<file path="src/rtl/rv32im_pkg.sv">
// Shared RV32IM core constants and types used by the register-file write arbiter.
package rv32im_pkg;

  localparam int unsigned XLEN           = 32;
  localparam int unsigned REG_ADDR_W     = 5;
  localparam int unsigned NUM_REGS       = 32;
  localparam int unsigned STARVE_MAX_DEF = 4;

  typedef enum logic [1:0] {
    StIdle  = 2'd0,
    StHold  = 2'd1,
    StForce = 2'd2
  } arb_state_e;

  typedef struct packed {
    logic [REG_ADDR_W-1:0] addr;
    logic [XLEN-1:0]       data;
  } rf_req_t;

endpackage

</file>
<file path="src/rtl/reg_scoreboard.sv">
// Pending-destination mask for in-flight MUL/DIV ops and the decode hazard compare.
module reg_scoreboard
  import rv32im_pkg::*;
(
  input  logic                  CLK,
  input  logic                  RESET,
  input  logic                  issue_valid,
  input  logic [REG_ADDR_W-1:0] issue_addr,
  input  logic                  clr_valid,
  input  logic [REG_ADDR_W-1:0] clr_addr,
  input  logic [REG_ADDR_W-1:0] rs1_addr,
  input  logic [REG_ADDR_W-1:0] rs2_addr,
  input  logic [REG_ADDR_W-1:0] rd_addr,
  output logic                  hazard
);

  logic [NUM_REGS-1:0] pending_q, pending_d;

  // Clear is applied first so a same-cycle issue to that register wins.
  always_comb begin
    pending_d = pending_q;
    if (clr_valid) begin
      pending_d[clr_addr] = 1'b0;
    end
    if (issue_valid) begin
      pending_d[issue_addr] = 1'b1;
    end
    pending_d[0] = 1'b0;
  end

  always_ff @(posedge CLK or posedge RESET) begin
    if (RESET) begin
      pending_q <= '0;
    end else begin
      pending_q <= pending_d;
    end
  end

  always_comb begin
    hazard = pending_q[rs1_addr] | pending_q[rs2_addr] | pending_q[rd_addr] |
             (issue_valid & pending_q[issue_addr]);
  end

endmodule

</file>
<file path="src/rtl/reg_write_arbiter.sv">
// Single-port register-file write arbiter between in-order writeback and MUL/DIV results.
module reg_write_arbiter #(
  parameter int unsigned STARVE_MAX = rv32im_pkg::STARVE_MAX_DEF
) (
  input  logic                              CLK,
  input  logic                              RESET,
  input  logic                              WB_VALID,
  input  logic [rv32im_pkg::REG_ADDR_W-1:0] WB_ADDR,
  input  logic [rv32im_pkg::XLEN-1:0]       WB_DATA,
  input  logic                              MD_VALID,
  input  logic [rv32im_pkg::REG_ADDR_W-1:0] MD_ADDR,
  input  logic [rv32im_pkg::XLEN-1:0]       MD_DATA,
  output logic                              MD_READY,
  input  logic                              ISSUE_VALID,
  input  logic [rv32im_pkg::REG_ADDR_W-1:0] ISSUE_ADDR,
  input  logic [rv32im_pkg::REG_ADDR_W-1:0] RS1_ADDR,
  input  logic [rv32im_pkg::REG_ADDR_W-1:0] RS2_ADDR,
  input  logic [rv32im_pkg::REG_ADDR_W-1:0] RD_ADDR,
  output logic                              HAZARD_STALL,
  output logic                              WB_STALL,
  output logic                              RF_WRITE,
  output logic [rv32im_pkg::REG_ADDR_W-1:0] RF_ADDRW,
  output logic [rv32im_pkg::XLEN-1:0]       RF_IN
);

  import rv32im_pkg::*;

  localparam int unsigned    CntW   = $clog2(STARVE_MAX + 1);
  localparam logic [CntW-1:0] CntMax = CntW'(STARVE_MAX);

  arb_state_e      state_q, state_d;
  logic [CntW-1:0] cnt_q, cnt_d;
  logic            buf_valid_q;
  rf_req_t         buf_q;

  logic            grant;
  logic            grant_md;
  rf_req_t         grant_req;
  logic            buf_load;
  logic            buf_clr;
  logic            md_ready_c;
  logic            wb_stall_c;

  logic                  rf_write_q;
  logic                  rf_md_q;
  logic [REG_ADDR_W-1:0] rf_addr_q;
  logic [XLEN-1:0]       rf_data_q;

  always_comb begin
    state_d    = state_q;
    cnt_d      = cnt_q;
    grant      = 1'b0;
    grant_md   = 1'b0;
    grant_req  = '0;
    buf_load   = 1'b0;
    buf_clr    = 1'b0;
    md_ready_c = 1'b0;
    wb_stall_c = 1'b0;

    unique case (state_q)
      StIdle: begin
        if (WB_VALID) begin
          grant     = 1'b1;
          grant_req = '{addr: WB_ADDR, data: WB_DATA};
          if (MD_VALID) begin
            md_ready_c = 1'b1;
            buf_load   = 1'b1;
            cnt_d      = '0;
            state_d    = StHold;
          end
        end else if (MD_VALID) begin
          grant      = 1'b1;
          grant_md   = 1'b1;
          grant_req  = '{addr: MD_ADDR, data: MD_DATA};
          md_ready_c = 1'b1;
        end
      end

      StHold: begin
        if (!WB_VALID) begin
          grant     = buf_valid_q;
          grant_md  = buf_valid_q;
          grant_req = buf_q;
          buf_clr   = 1'b1;
          cnt_d     = '0;
          state_d   = StIdle;
        end else if (WB_ADDR == buf_q.addr) begin
          // Buffered result is older: hold WB back until the buffer lands.
          wb_stall_c = 1'b1;
          state_d    = StForce;
        end else begin
          grant     = 1'b1;
          grant_req = '{addr: WB_ADDR, data: WB_DATA};
          if (cnt_q != CntMax) begin
            cnt_d = cnt_q + CntW'(1);
          end
          if (cnt_d == CntMax) begin
            state_d = StForce;
          end
        end
      end

      StForce: begin
        grant      = buf_valid_q;
        grant_md   = buf_valid_q;
        grant_req  = buf_q;
        buf_clr    = 1'b1;
        wb_stall_c = 1'b1;
        cnt_d      = '0;
        state_d    = StIdle;
      end

      default: begin
        state_d = StIdle;
        cnt_d   = '0;
      end
    endcase
  end

  always_ff @(posedge CLK or posedge RESET) begin
    if (RESET) begin
      state_q     <= StIdle;
      cnt_q       <= '0;
      buf_valid_q <= 1'b0;
      buf_q       <= '0;
      rf_write_q  <= 1'b0;
      rf_md_q     <= 1'b0;
      rf_addr_q   <= '0;
      rf_data_q   <= '0;
    end else begin
      state_q <= state_d;
      cnt_q   <= cnt_d;
      if (buf_load) begin
        buf_valid_q <= 1'b1;
        buf_q       <= '{addr: MD_ADDR, data: MD_DATA};
      end else if (buf_clr) begin
        buf_valid_q <= 1'b0;
      end
      // x0 is hardwired: the grant still consumes the slot but never writes.
      rf_write_q <= grant && (grant_req.addr != '0);
      rf_md_q    <= grant && grant_md && (grant_req.addr != '0);
      rf_addr_q  <= grant ? grant_req.addr : '0;
      rf_data_q  <= grant ? grant_req.data : '0;
    end
  end

  // Pending bit drops only once the MD result is actually on the write port.
  reg_scoreboard u_reg_scoreboard (
    .CLK        (CLK),
    .RESET      (RESET),
    .issue_valid(ISSUE_VALID),
    .issue_addr (ISSUE_ADDR),
    .clr_valid  (rf_md_q),
    .clr_addr   (rf_addr_q),
    .rs1_addr   (RS1_ADDR),
    .rs2_addr   (RS2_ADDR),
    .rd_addr    (RD_ADDR),
    .hazard     (HAZARD_STALL)
  );

  always_comb begin
    MD_READY = md_ready_c & ~RESET;
    WB_STALL = wb_stall_c & ~RESET;
    RF_WRITE = rf_write_q;
    RF_ADDRW = rf_addr_q;
    RF_IN    = rf_data_q;
  end

endmodule

</file>
<file path="config.mk">
export PLATFORM = sky130hd
export DESIGN_NAME = reg_write_arbiter
export DESIGN_NICKNAME = d
export VERILOG_FILES = /design/src/rtl/rv32im_pkg.sv /design/src/rtl/reg_scoreboard.sv /design/src/rtl/reg_write_arbiter.sv
export SDC_FILE = /design/constraint.sdc
export NUM_CORES = 1
export LEC_CHECK = 0
export CORE_ASPECT_RATIO = 0.75
export CORE_MARGIN = 10
export CORE_UTILIZATION = 30
export CTS_BUF_LIST = sky130_fd_sc_hd__clkbuf_8 sky130_fd_sc_hd__clkbuf_16
export DETAILED_ROUTE_END_ITERATION = 7
export GPL_ROUTABILITY_DRIVEN = 0
export GPL_TIMING_DRIVEN = 1
export SLEW_MARGIN = 20
export SYNTH_ARGS = -nofsm -noshare
export SYNTH_HDL_FRONTEND = slang
export SYNTH_HIERARCHICAL = 1
export SYNTH_SLANG_ARGS = --single-unit
</file>
<file path="constraint.sdc">
create_clock -name CLK -period 9.5 [get_ports CLK]
set_input_delay 2.85 -clock CLK [delete_from_list [all_inputs] [get_ports CLK]]
set_output_delay 2.85 -clock CLK [all_outputs]
set_load 0.02 [all_outputs]
</file>
---- Word-level counts from Yosys, hierarchy flattened ----
Cells that the tools add are included.
storage, ports and cells
  ROM bits ................................ 0
  output and inout port bits .............. 41
  memories ................................ 0
  latch bits .............................. 0
  memory bits (writable) .................. 0
  register bits ........................... 113
  input bits .............................. 99
  word-level logic and storage cells ...... 101
cells by class
  add/sub/neg operators ................... 1
  shift operators ......................... 0
  bitwise gates (word level) .............. 10
  mux-type cells .......................... 54
  equal/unequal tests ..................... 9
  multipliers ............................. 0
  magnitude comparators ................... 7
  reductions and logical operators ........ 10
  div/mod/pow operators ................... 0
operator list
  cell                number
  $mux 37             4
  $pmux 37 s3         1
  $mux 32             3
  $and 32x32->32      1
  $not 32->32         1
  $or 32x32->32       1
  $lt 5x6->1 const B  5
  $mux 3              8
  $bmux 1 s5          4
  $mux 1              20
  $demux 1 s5         2
  $ge 5x1->1 const B  2
  $mux 2              5
  $ne 3x3->1 const B  2
  $pmux 1 s3          2
  $pmux 3 s2          1
  $reduce_and 3->1    2
  $eq 5x5->1          1
  $logic_and 1x1->1   5
  $mux 5              1
  $reduce_bool 5->1   1
  $ne 2x2->1 const B  2
  $ne 4x4->1 const B  1
  $pmux 1 s2          2
  other kinds (10)    14

---- Longest topological paths before layout ----
  depth in word-level cells ............... 10
  gate-level depth with buffers ........... 9
  mapped depth without buffers ............ 7

---- Hierarchy ----
Netlist, hierarchy kept.
modules (own cells, without submodules)
  module             cells each  seq. area each (µm²)  times used  area an instance (µm²)
  reg_write_arbiter  347         2,052.0               1           4,136.5
  reg_scoreboard     238         775.7                 1           2,402.3

---- Worst setup path before layout ----
Ideal clock, no wire load.
  path kind ............................... input -> output
  start point ............................. in RS2_ADDR[0] in the netlist's numbering
  end point ............................... out HAZARD_STALL
  setup slack ............................. 2,276 ps
  stages .................................. 5
  arrival time ............................ 4,374 ps
  path buffers ............................ 1
  data required time ...................... 6,650 ps
  cells stage by stage .................... clkbuf_1 > mux4_2 > o21ai_0 > nand4_1 > a2111o_1
between the ends
  cells in the longest elaborated chain, start to end .. 5
RTL lines
  item                          line                     RTL
  start: declaration            reg_write_arbiter.sv:17  input logic [rv32im_pkg::REG_ADDR_W-1:0] RS2_ADDR,
  $bmux 1 s5                    reg_scoreboard.sv:40     hazard = pending_q[rs1_addr] | pending_q[rs2_addr] | pending_q[rd_addr] |
  $mux 1 (implied by the code)  reg_scoreboard.sv:40
  $or 1x1->1 (3 in series)      reg_scoreboard.sv:40
  end: declaration              reg_write_arbiter.sv:19  output logic HAZARD_STALL,
No other way between the ends. The select of a mux whose other input is x is not followed.

---- Worst setup path after layout ----
  start point ............................. in ISSUE_ADDR[1] in the netlist's numbering
  end point ............................... out HAZARD_STALL
between the ends
  cells in the longest elaborated chain, start to end .. 4
RTL lines
  item                          line                     RTL
  start: declaration            reg_write_arbiter.sv:15  input logic [rv32im_pkg::REG_ADDR_W-1:0] ISSUE_ADDR,
  $bmux 1 s5                    reg_scoreboard.sv:41     (issue_valid & pending_q[issue_addr]);
  $mux 1 (implied by the code)  reg_scoreboard.sv:41
  $and 1x1->1                   reg_scoreboard.sv:41
  $or 1x1->1                    reg_scoreboard.sv:40
No other way between the ends. The select of a mux whose other input is x is not followed.

==> impl_metrics.csv <==
group,metric,value,unit
run_status,status,"completed",
setup_path,crit_chain,"clkdlybuf4s50_1 > mux4_2 > nand2b_1 > a32oi_1 > o211ai_1 > a2111o_1 > clkdlybuf4s50_1",
final_layout,fill_cells,2034,
clock_tree,cts_resized,0,
setup_path,start_kind,"input port",
pwr,seqPwrFrac,0.334,
setup_path,worstPathMaxFanout,16,
pwr,power.density,296,nW/um2
setup_path,ff2ff_setup_slack,6.47,ns
timing,max_slew_margin,0.363,
timing,timing.fmax,0.114,GHz
yosys,synth-main-ff-cell,"dfrtp_1",
clock_tree,clkLatencyLatePin,0.41,ns
route,drtIter0Drc,512,
final_layout,num-nets-final,815,
placement,hpwlAfterDp,14600,um
timing,finalHoldViolations,0,
setup_path,crit_required,6.65,ns
setup_path,rr_endpoint,"rf_md_q$_DFF_PP0_",
yosys,yosys-top-cells-count,"dfrtp_1 (113), o21ai_0 (69), a211oi_1 (56)",
timing,setup_tns,0,ns
yosys,syn_area_per_cell,11.2,um2
yosys,synth_seq_area_share,0.432,
route,drtPass1Iterations,5,
route,drt-wirelength-per-cell,20.9,um
timing,slew_viol_final,0,
min_path,min_from,"buf_valid_q$_DFFE_PP0P_",
grt,antenna_found_initial,0,
flow_run,drv_cap,0,
clock_tree,cts_tree,"built",
placement,port_buffers,139,
route,drt_wl_total,21200,um
clock_tree,cts_buffer_depth,2,
final_layout,antennaDiodeCount,0,
timing,hold_slack,0.514,ns
yosys,synth-async-reset-ratio,1.00,
yosys,synthTopCellsByArea,"dfrtp_1 (43%), mux2_2 (6.9%), a211oi_1 (6.4%)",
yosys,synth-simple-area-share,0.0769,
setup_path,crit_arrival,5.90,ns
grt,grt_pass1_wl,33500,um
route,vias,5606,
clock_tree,root_buffer,"clkbuf_16",
final_layout,finalInstanceArea,8710,um2
route,drc,0,
yosys,synth_largest_area_cell,"dfrtp_1",
yosys,synthMuxAreaShare,0.166,
grt,grt_max_degree,73,
grt,grt_usage,0.150,
yosys,synth_most_common_cell,"dfrtp_1",
route,ant_nets,0,
setup_path,crit_top_cell,"clkdlybuf4s50_1",
pwr,p_int,1.56,mW
setup_path,end_kind,"output pin",
final_layout,multiInputGateArea,3400,um2
final_layout,seqCellArea,2830,um2
grt,grt_pass1_vias,5612,
setup_path,slowest_stage,"clkdlybuf4s50_1",
clock_tree,clkTransAtPathRegs,0.06,ns
yosys,ys_seq_elements,113,
clock_tree,holdBufCountCts,0,
yosys,synth_cells,585,
setup_path,cp_num_buf_inv,2,
min_path,hold_end,"buf_valid_q$_DFFE_PP0P_",
yosys,synth.distinct_cells,62,
timing,tightest_slew,0.956,ns
yosys,yosysTopAreaCellShare,0.432,
setup_path,ff2ff_path_depth,8,
floorplanning,io_pins,140,
yosys,syn-cell-area,6540,um2
floorplanning,dieArea,28200,um2
yosys,synth_nets,690,
pwr,leakagePower,3.17,nW
yosys,yosysWarnings,6,
yosys,synth_top_family_by_area,"compound AO/OA/AOI/OAI gates",
clock_tree,clkSinkCount,113,
clock_tree,h-tree-depth,4,
grt,grt_remaining_overflow,0,
yosys,synthXorXnorAreaFrac,0.00670,
clock_tree,numCtsBuffers,17,
pwr,p_clk_frac,0.255,
pwr,switching_share,0.395,
pwr,ir_drop,133,uV
yosys,synth_edf_count,0,
timing,fin_skew,0.0155,ns
timing,setup_viol,0,
placement,dpl-instance-area,8110,um2
setup_path,crit_family,"buffers and inverters",
setup_path,path_class,"input port to output pin",
yosys,yosys.area_share.adder,0.0115,
route,via_per_inst,5.55,
timing,post-route-period-util,0.921,
min_path,hold_path_depth,2,
final_layout,syn2layout_area_growth,33.2,%
setup_path,r2r-start,"state_q[0]$_DFFE_PP0P_",
final_layout,utilization,0.409,
pwr,pwr-share-comb,0.411,
timing,rsz0062_at_grt,"false",
pwr,p_sw,1.02,mW
floorplanning,start_util,0.307,
yosys,synth-compound-area-share,0.257,
floorplanning,rows,46,
floorplanning,core,21300,um2
floorplanning,die_h,148,um
timing,fin_crit,8.75,ns
floorplanning,die_w,190,um
setup_path,critical-path-max-stage-delay,0.95,ns
final_layout,drive_above_1_share,0.172,
min_path,holdCritPathClass,"register to register",
clock_tree,post_cts_buffers,0,
-- metrics by stage --
stage / std cells / setup slack, ns / total power, mW
floorplan: 585 / 2.28 / 1.55
global placement: 979 / 0.767 / 1.92
detailed placement: 979 / 0.786 / 1.93
CTS: 1011 / 0.750 / 2.60
global route: 1011 / 0.614 / 2.74
finish: 1011 / 0.746 / 2.58
-- worst min-delay path: cells and delay by family, from the launching register on --
family | cells | cell delay [ns]
flip-flops | 1 | 0.37
AND/OR/NAND/NOR | 2 | 0.11
-- cell usage in the layout, fill, tap and decap left out, types with 3 or more instances in the layout --
cell type          n
clkdlybuf4s50_1  139
dfrtp_1          113
o21ai_0           69
a211oi_1          56
mux2_2            40
a22oi_1           34
nand2_1           18
clkbuf_16         17
mux2i_1           17
a211oi_2          16
mux4_2            15
a21oi_1           14
inv_1             13
nand3_1           12
nor2_1            11
nand3b_1          10
nor2b_1            9
buf_4              9
nor3_1             6
ha_1               6
xor2_1             5
a31oi_1            5
inv_6              5
nand2b_1           4
a32oi_1            4
or3b_2             4
mux4_1             4
and2_1             3
o2bb2ai_1          3
a311oi_1           3
o22ai_1            3
clkinv_4           3
or3_1              3
a2111oi_0          3
nand4_1            3
-- power groups by stage --
stage	registers [mW]	clock network [mW]	logic, mW
after floorplan	0.870	0	0.685
after CTS	0.854	0.675	1.07
final	0.861	0.658	1.06
after global placement	0.857	0	1.06
after detailed placement	0.862	0	1.07
after global routing	0.887	0.699	1.16
-- cell families (layout without fill, tap and decap cells) --
family / after synthesis / after routing
xor gates and xnor gates: 5 / 5
and+or+nand+nor: 90 / 90
DFF: 113 / 113
buffers and inverters: 58 / 196
adders and majority gates: 6 / 6
muxes: 78 / 78
AOI/OAI and AO/OA: 235 / 235
-- layer usage --
layer,GRT usage,vias to the layer above,wire length (um)
li1,-,2559,-
met1,0.213,2813,9820
met2,0.218,223,9440
met3,0.0407,11,1660
met4,0.0408,0,242
met5,0,-,0
-- flip-flops by register name, indices dropped and copies added, names as in the netlist --
signal                      count
state_q                         2
cnt_q                           3
RF_ADDRW                        5
buf_q                          37
rf_md_q                         1
buf_valid_q                     1
u_reg_scoreboard/pending_q     31
RF_IN                          32
RF_WRITE                        1
-- worst max path at each step --
stage          slack (ns)           from  depth (start not counted)           end
2_1_floorplan        2.28    RS2_ADDR[0]                          5  HAZARD_STALL
3_3_place_gp         0.77  ISSUE_ADDR[1]                          7  HAZARD_STALL
3_5_place_dp         0.79  ISSUE_ADDR[1]                          7  HAZARD_STALL
6_report             0.75  ISSUE_ADDR[1]                          7  HAZARD_STALL
5_1_grt              0.61  ISSUE_ADDR[1]                          7  HAZARD_STALL
4_1_cts              0.75  ISSUE_ADDR[1]                          7  HAZARD_STALL
-- final cells by class --
cell class,count,area share
clock inverter,14,0.0192
clock buffer,18,0.0504
multi-input combinational,414,0.390
tap,288,0.0414
timing repair buffer,148,0.167
sequential,113,0.325
inverter,16,0.00704
Power figures use the tool's default switching activity.
